## src/rtl/serial_shifter_pkg.sv

```systemverilog
// Shared encodings for the serial shifter and the ALU decode.
package serial_shifter_pkg;

  localparam int unsigned OP_W  = 3;
  localparam int unsigned CNT_W = 5;

  localparam logic [OP_W-1:0] OP_SLL = 3'b011;
  localparam logic [OP_W-1:0] OP_SRL = 3'b100;
  localparam logic [OP_W-1:0] OP_SRA = 3'b101;

  typedef enum logic [1:0] {
    ST_IDLE  = 2'd0,
    ST_SHIFT = 2'd1,
    ST_DONE  = 2'd2
  } state_e;

  // True for the three shift codes this unit executes.
  function automatic logic op_legal(input logic [OP_W-1:0] code);
    case (code)
      OP_SLL, OP_SRL, OP_SRA: op_legal = 1'b1;
      default:                op_legal = 1'b0;
    endcase
  endfunction

endpackage

```

## src/rtl/serial_shifter_step.sv

```systemverilog
// Combinational single-bit shift of the working register.
module shift_step
  import serial_shifter_pkg::*;
#(
  parameter int unsigned WIDTH = 32
) (
  input  logic [OP_W-1:0]         op,
  input  logic signed [WIDTH-1:0] din,
  output logic signed [WIDTH-1:0] dout
);

  // One-bit step: zero fill for logical shifts, sign copy for SRA.
  always_comb begin
    dout = din;
    case (op)
      OP_SLL:  dout = {din[WIDTH-2:0], 1'b0};
      OP_SRL:  dout = {1'b0, din[WIDTH-1:1]};
      OP_SRA:  dout = {din[WIDTH-1], din[WIDTH-1:1]};
      default: dout = din;
    endcase
  end

endmodule

```

## src/rtl/serial_shifter.sv

```systemverilog
// Multi-cycle barrel-shift replacement: shifts one bit per clock.
module serial_shifter
  import serial_shifter_pkg::*;
#(
  parameter int unsigned WIDTH = 32
) (
  input  logic                    clk,
  input  logic                    rst,
  input  logic                    start,
  input  logic [OP_W-1:0]         op,
  input  logic signed [WIDTH-1:0] a,
  input  logic [CNT_W-1:0]        sh_amt,
  output logic                    busy,
  output logic                    done,
  output logic signed [WIDTH-1:0] sh_result,
  output logic                    op_err
);

  state_e                  state_q, state_d;
  logic [OP_W-1:0]         op_q;
  logic signed [WIDTH-1:0] work_q;
  logic signed [WIDTH-1:0] work_step;
  logic [CNT_W-1:0]        cnt_q;
  logic signed [WIDTH-1:0] res_q;
  logic                    err_q;
  logic                    accept;
  logic                    direct_done;

  assign accept      = (state_q == ST_IDLE) && start;
  // Zero counts and illegal codes skip SHIFT and complete with the operand.
  assign direct_done = !op_legal(op) || (sh_amt == '0);

  shift_step #(.WIDTH(WIDTH)) u_step (
    .op  (op_q),
    .din (work_q),
    .dout(work_step)
  );

  // State register.
  always_ff @(posedge clk or posedge rst) begin
    if (rst) state_q <= ST_IDLE;
    else     state_q <= state_d;
  end

  // Next-state decode; SHIFT exits on the step that takes the count to zero.
  always_comb begin
    state_d = state_q;
    case (state_q)
      ST_IDLE:  if (start) state_d = direct_done ? ST_DONE : ST_SHIFT;
      ST_SHIFT: if (cnt_q == CNT_W'(1)) state_d = ST_DONE;
      ST_DONE:  state_d = ST_IDLE;
      default:  state_d = ST_IDLE;
    endcase
  end

  // Request capture, per-cycle shifting and result update on entry to DONE.
  always_ff @(posedge clk or posedge rst) begin
    if (rst) begin
      op_q   <= '0;
      work_q <= '0;
      cnt_q  <= '0;
      res_q  <= '0;
      err_q  <= 1'b0;
    end else if (accept) begin
      op_q   <= op;
      work_q <= a;
      cnt_q  <= sh_amt;
      err_q  <= !op_legal(op);
      if (direct_done) res_q <= a;
    end else if (state_q == ST_SHIFT) begin
      work_q <= work_step;
      cnt_q  <= cnt_q - CNT_W'(1);
      if (cnt_q == CNT_W'(1)) res_q <= work_step;
    end
  end

  // Outputs decode registered state only, so inputs never reach them directly.
  assign busy      = (state_q != ST_IDLE);
  assign done      = (state_q == ST_DONE);
  assign op_err    = done && err_q;
  assign sh_result = res_q;

endmodule

```

## config.mk

```make
export PLATFORM = sky130hd
export DESIGN_NAME = serial_shifter
export DESIGN_NICKNAME = d
export VERILOG_FILES = /design/src/rtl/serial_shifter_pkg.sv /design/src/rtl/serial_shifter_step.sv /design/src/rtl/serial_shifter.sv
export SDC_FILE = /design/constraint.sdc
export NUM_CORES = 1
export LEC_CHECK = 0
export CORE_UTILIZATION = 58
export DETAILED_ROUTE_END_ITERATION = 10
export DONT_BUFFER_PORTS = 1
export GPL_TIMING_DRIVEN = 0
export PLACE_DENSITY = 0.76
export SETUP_SLACK_MARGIN = 0.3
export SLEW_MARGIN = 0
export SYNTH_ARGS = -nofsm -noshare
export SYNTH_HDL_FRONTEND = slang
export SYNTH_SLANG_ARGS = --single-unit
```

## constraint.sdc

```tcl
create_clock -name clk -period 2.2 [get_ports clk]
set_clock_uncertainty 0.05 [all_clocks]
set_input_delay 0.33 -clock clk [delete_from_list [all_inputs] [get_ports clk]]
set_output_delay 0.33 -clock clk [all_outputs]
set_load 0.01 [all_outputs]
```

# == Word level (Yosys, flattened, before mapping) ==
# Cells that the tools add are included.
# word_totals
word_cells,47
regBits,75
input_bits,43
output_inout_bits,35
# classes
reduce_logical,13
n_mux,15
eq_ne,12
n_addsub,1
# op_table
cell,count
32-bit two-way mux,6
32-bit one-hot mux with 3 select lines,1
3-bit equality test (second input constant),4
5-bit two-way mux,2
3-bit by 2-bit equality test with 1-bit output (second input constant),2
2-bit two-way mux,3
2-bit nonzero test,3
5-bit by 1-bit equality test with 1-bit output (second input constant),1
5-bit zero test,1
5-bit by 1-bit subtractor with 5-bit output (second input constant),1
2-bit inequality test (second input constant),2
2-bit one-hot mux with 2 select lines,1
3-bit AND reduction,1
3-bit OR reduction,1
2-bit by 1-bit equality test with 1-bit output (second input constant),1
2-bit equality test (second input constant),1
1-bit logical AND,2
1-bit zero test,2
2-bit zero test,1
1-bit two-way mux,2
2-bit by 1-bit inequality test with 1-bit output (second input constant),1
2-bit AND reduction,1
1-bit logical OR,1

# == Depth between registers and ports, before layout ==
# logic_depth
ltp_word,8
mapped_depth,7
depth_no_buf,6

# == Modules after synthesis ==
# Synthesis repeated with hierarchy kept, for this count alone.
# unflattened
cells_unflattened,503
hier_area_um2,4295.4
# modules_own_cells
module,seq_area_each_um2,cells_per_inst,area_per_inst_um2,instances
serial_shifter,1876.8,351,3410.8,1
shift_step,0.0,152,884.6,1

# == Least setup slack after synthesis ==
# No wires, ideal clock.
# synth_path
kind,reg2reg
from,register cnt_q[1]
to,"register res_q[0], in the netlist sh_result[0]"
n_path_buf,0
setup_slack_ps,489
period_less_slack_ps,1711
arrival_ps,1536
stages_incl_launch_ff,7
cell_sequence,dfrtp_1 inv_1 ha_1 nor4b_4 a32oi_2 a21oi_4 mux2_2
# synth_between
elab_chain_cells,3
# synth_rtl
item,line_no,rtl
start: declaration,serial_shifter.sv:23,logic [CNT_W-1:0] cnt_q;
start signal: assignment,serial_shifter.sv:67,cnt_q <= sh_amt;
start signal: assignment,serial_shifter.sv:72,cnt_q <= cnt_q - CNT_W'(1);
5-bit by 1-bit equality test with 1-bit output,serial_shifter.sv:73,if (cnt_q == CNT_W'(1)) res_q <= work_step;
2-bit nonzero test (no source line),-,
3-bit AND reduction (no source line),-,
end signal: assignment,serial_shifter.sv:73,
end: declaration,serial_shifter.sv:24,logic signed [WIDTH-1:0] res_q;
# Every way passes these cells.
# A chain may end at the register's enable or synchronous reset.

# == Worst setup path after layout ==
# layout_path
from,register cnt_q[1]
to,"register res_q[25], in the netlist sh_result[25]"
# The elaborated chain is that of the path after synthesis.

==> run summary <==
largest net degree at the start of global routing = 42
vias per cell = 6.64
DRC = 0
Synth Flop Type = dfrtp_1
crit end category = flip-flop
DR vias = 3912
Routed Antenna Nets = 0
Cell variety after synth = 39
IO Port Bufs = 0
GRT Util Overall = 0.314
Overflow after GRT = 0
worst hold path type = input pin to flip-flop
Sw Pwr = 3.46 mW
Net Sw Frac = 0.441
grt met2 use = 0.493
final worst-path cycle share = 0.845
Top delay family on crit path = flip-flops
Detail Placement HPWL = 7730 µm
share of post-route cells with drive strength above 1 = 0.126
ANT cells = 0
CP max-delay cell = dfrtp_1
P&R area growth vs syn = 11.8%
H-Tree Depth = 3
Mapped Cells = 469
outcome = finished, final reports clean
setup TNS = 0 ps
Worst path max stage delay = 420 ps
initial antenna violation count = 0
critical path type = flip-flop to flip-flop
vias in the first global route = 3881
syn_area_per_cell = 9.11 µm²
commonest non-fill, non-tap cell in the layout = dfrtp_1
Fill cells = 552
Comb pwr share = 0.473
Synth async-reset ratio = 1.00
WL/cell = 19.7 µm
Startpoint Class = flip-flop
EDFF count, synth = 0
P per Cell Area = 1640 nW/µm²
DRT Wirelength = 11600 µm
chip height = 87.8 µm
gr busiest metal = met2
Most Frequent Cell on Critical Path = buf_12
CTS Buffer Depth = 2
CP cell instances = inv_2 -> ha_4 -> nor4b_4 -> a32oi_2 -> a21oi_4 -> buf_12 -> buf_12 -> mux2i_4
Root Buffer = clkbuf_8
Final Hold Viols = 0
biggest fanout along the worst timing path = 7
first-pass GRT wire length = 18500 µm
Max Clock Freq = 0.538 GHz
Max Slew Vio Count = 0
Rows = 30
Die Area = 7710 µm²
number of synthesized register bits = 75
Peak supply drop = 0.000747 V
most frequent cells in the layout = dfrtp_1 (73), o21ai_0 (68), nand2_1 (50)
total CTS buffers = 9
Syn Nets = 514
I/O Pins = 78
number of max-cap violations = 0
Arrival @ worst endpoint = 2090 ps
Clock power frac = 0.154
clock sinks = 75
Slew @ Worst Pin = 782 ps
CTS tree = built
met1 GRT Util = 0.408
Yosys Warn Count = 0
final setup vio count = 0
Initial Util = 0.615
nets = 534
core footprint = 6940 µm²
part of the power in registers = 0.373
RSZ-0062 raised after global routing = yes
die width = 87.8 µm
Clock Pin Slew Worst Setup and Hold Paths = 80 ps
length of the first detailed-routing pass in iterations = 5
Post-Synthesis Cell Area = 4270 µm²
crit path time final = 1860 ps
initial detailed-routing violation count = 396
Internal = 4.39 mW
Max-slew headroom = 0.478
synth top area cells = dfrtp_1 (44%), o21ai_0 (8.0%), a221o_1 (7.0%)
register area share after synthesis = 0.439
CP bufs+invs = 3
area leader, netlist = dfrtp_1
CP required = 2430 ps
Worst-Skew Late Latency = 370 ps
Yosys top cell area share = 0.439
Leak = 2.08 nW
routability cong. = 0.873
GR Util met3 = 0.0707
Design Power = 7.85 mW
[final timing paths]
check,from,to,slack [ps],depth (start not counted)
max in group asynchronous,rst,state_q[1]$_DFFE_PP0P_,880,3
hold / removal,op[1],op_q[1]$_DFFE_PP0P_,20,2
setup / recovery,cnt_q[1]$_DFFE_PP0P_,sh_result[25]$_DFFE_PP0P_,340,8
setup reg to reg,cnt_q[1]$_DFFE_PP0P_,sh_result[25]$_DFFE_PP0P_,340,8
min in group asynchronous,rst,cnt_q[3]$_DFFE_PP0P_,530,2
hold reg to reg,err_q$_DFFE_PP0P_,err_q$_DFFE_PP0P_,430,2
[per-stage QoR]
step                cells   util  hold WS (ps)  worst slack [ps]  instance area [µm²]
floorplan             469      -           385               489                 4280
global placement      565  0.633           394               334                 4400
detailed placement    566  0.636           322               203                 4420
CTS                   584  0.674          18.6               309                 4680
global route          589  0.688          39.5               292                 4780
finish                589  0.688          24.0               341                 4780
[final cells by class]
| class | count | area [µm²] | area share |
|---|---|---|---|
| Tap cell | 96 | 120 | 0.0252 |
| Timing Repair Buffer | 9 | 113 | 0.0236 |
| Clock buffer | 11 | 141 | 0.0296 |
| Sequential cell | 75 | 1880 | 0.394 |
| Buffer | 39 | 223 | 0.0466 |
| Multi-Input combinational cell | 320 | 2090 | 0.438 |
| Inverter | 35 | 135 | 0.0283 |
| Clock inverter | 4 | 75.1 | 0.0157 |
[cell usage after synthesis, types with 2 or more instances]
cell,n
a21oi_1,6
a221o_1,30
and3_1,31
buf_2,11
buf_4,2
buf_8,3
clkbuf_1,21
dfrtp_1,75
ha_1,2
inv_1,35
mux2_2,2
mux2i_1,30
nand2_1,50
nand2b_1,3
nand3_1,3
nor2_1,4
nor2b_1,4
nor3_1,32
o211ai_1,2
o21ai_0,68
o22a_1,3
o22ai_1,35
[state kept, by name, indices dropped and copies added, names as in the netlist]
signal	count
sh_result	32
op_q	3
err_q	1
state_q	2
cnt_q	5
work_q	32
[layer usage]
| metal | wire length (µm) | up-vias | part of all wire |
|---|---|---|---|
| li1 | - | 1764 | - |
| met1 | 4830 | 1905 | 0.42 |
| met2 | 5520 | 221 | 0.48 |
| met3 | 1040 | 22 | 0.089 |
| met4 | 200 | 0 | 0.017 |
| met5 | 0 | - | 0 |
[cells by family (layout without fill, tap and decap cells)]
kind of cell	Yosys count	in the layout	share of synthesized area
compound gates	150	150	0.233
mux	33	33	0.0782
fa+ha+maj	2	2	0.00586
flops	75	75	0.439
buf+inv	74	98	0.0799
simple gates	135	135	0.164
[power groups by stage]
stage,Clock (mW),Sequential (mW),Combinational [mW]
floorplan,0,2.72,2.76
global placement,0,2.89,3.33
detailed placement,0,2.92,3.45
CTS,1.20,2.90,3.52
global route,1.26,3.02,4.11
finish,1.21,2.93,3.71
[repair_timing]
action | CTS | global route
setup buffers | 2 | 4
endpoints found under the setup margin | 31 | 52
hold endpoints to repair | 34 | 0
pin swaps | 1 | 0
hold buffers | 1 | 0
gates cloned | 0 | 1
gates resized for setup | 3 | 18
Power figures use the tool's default switching activity.
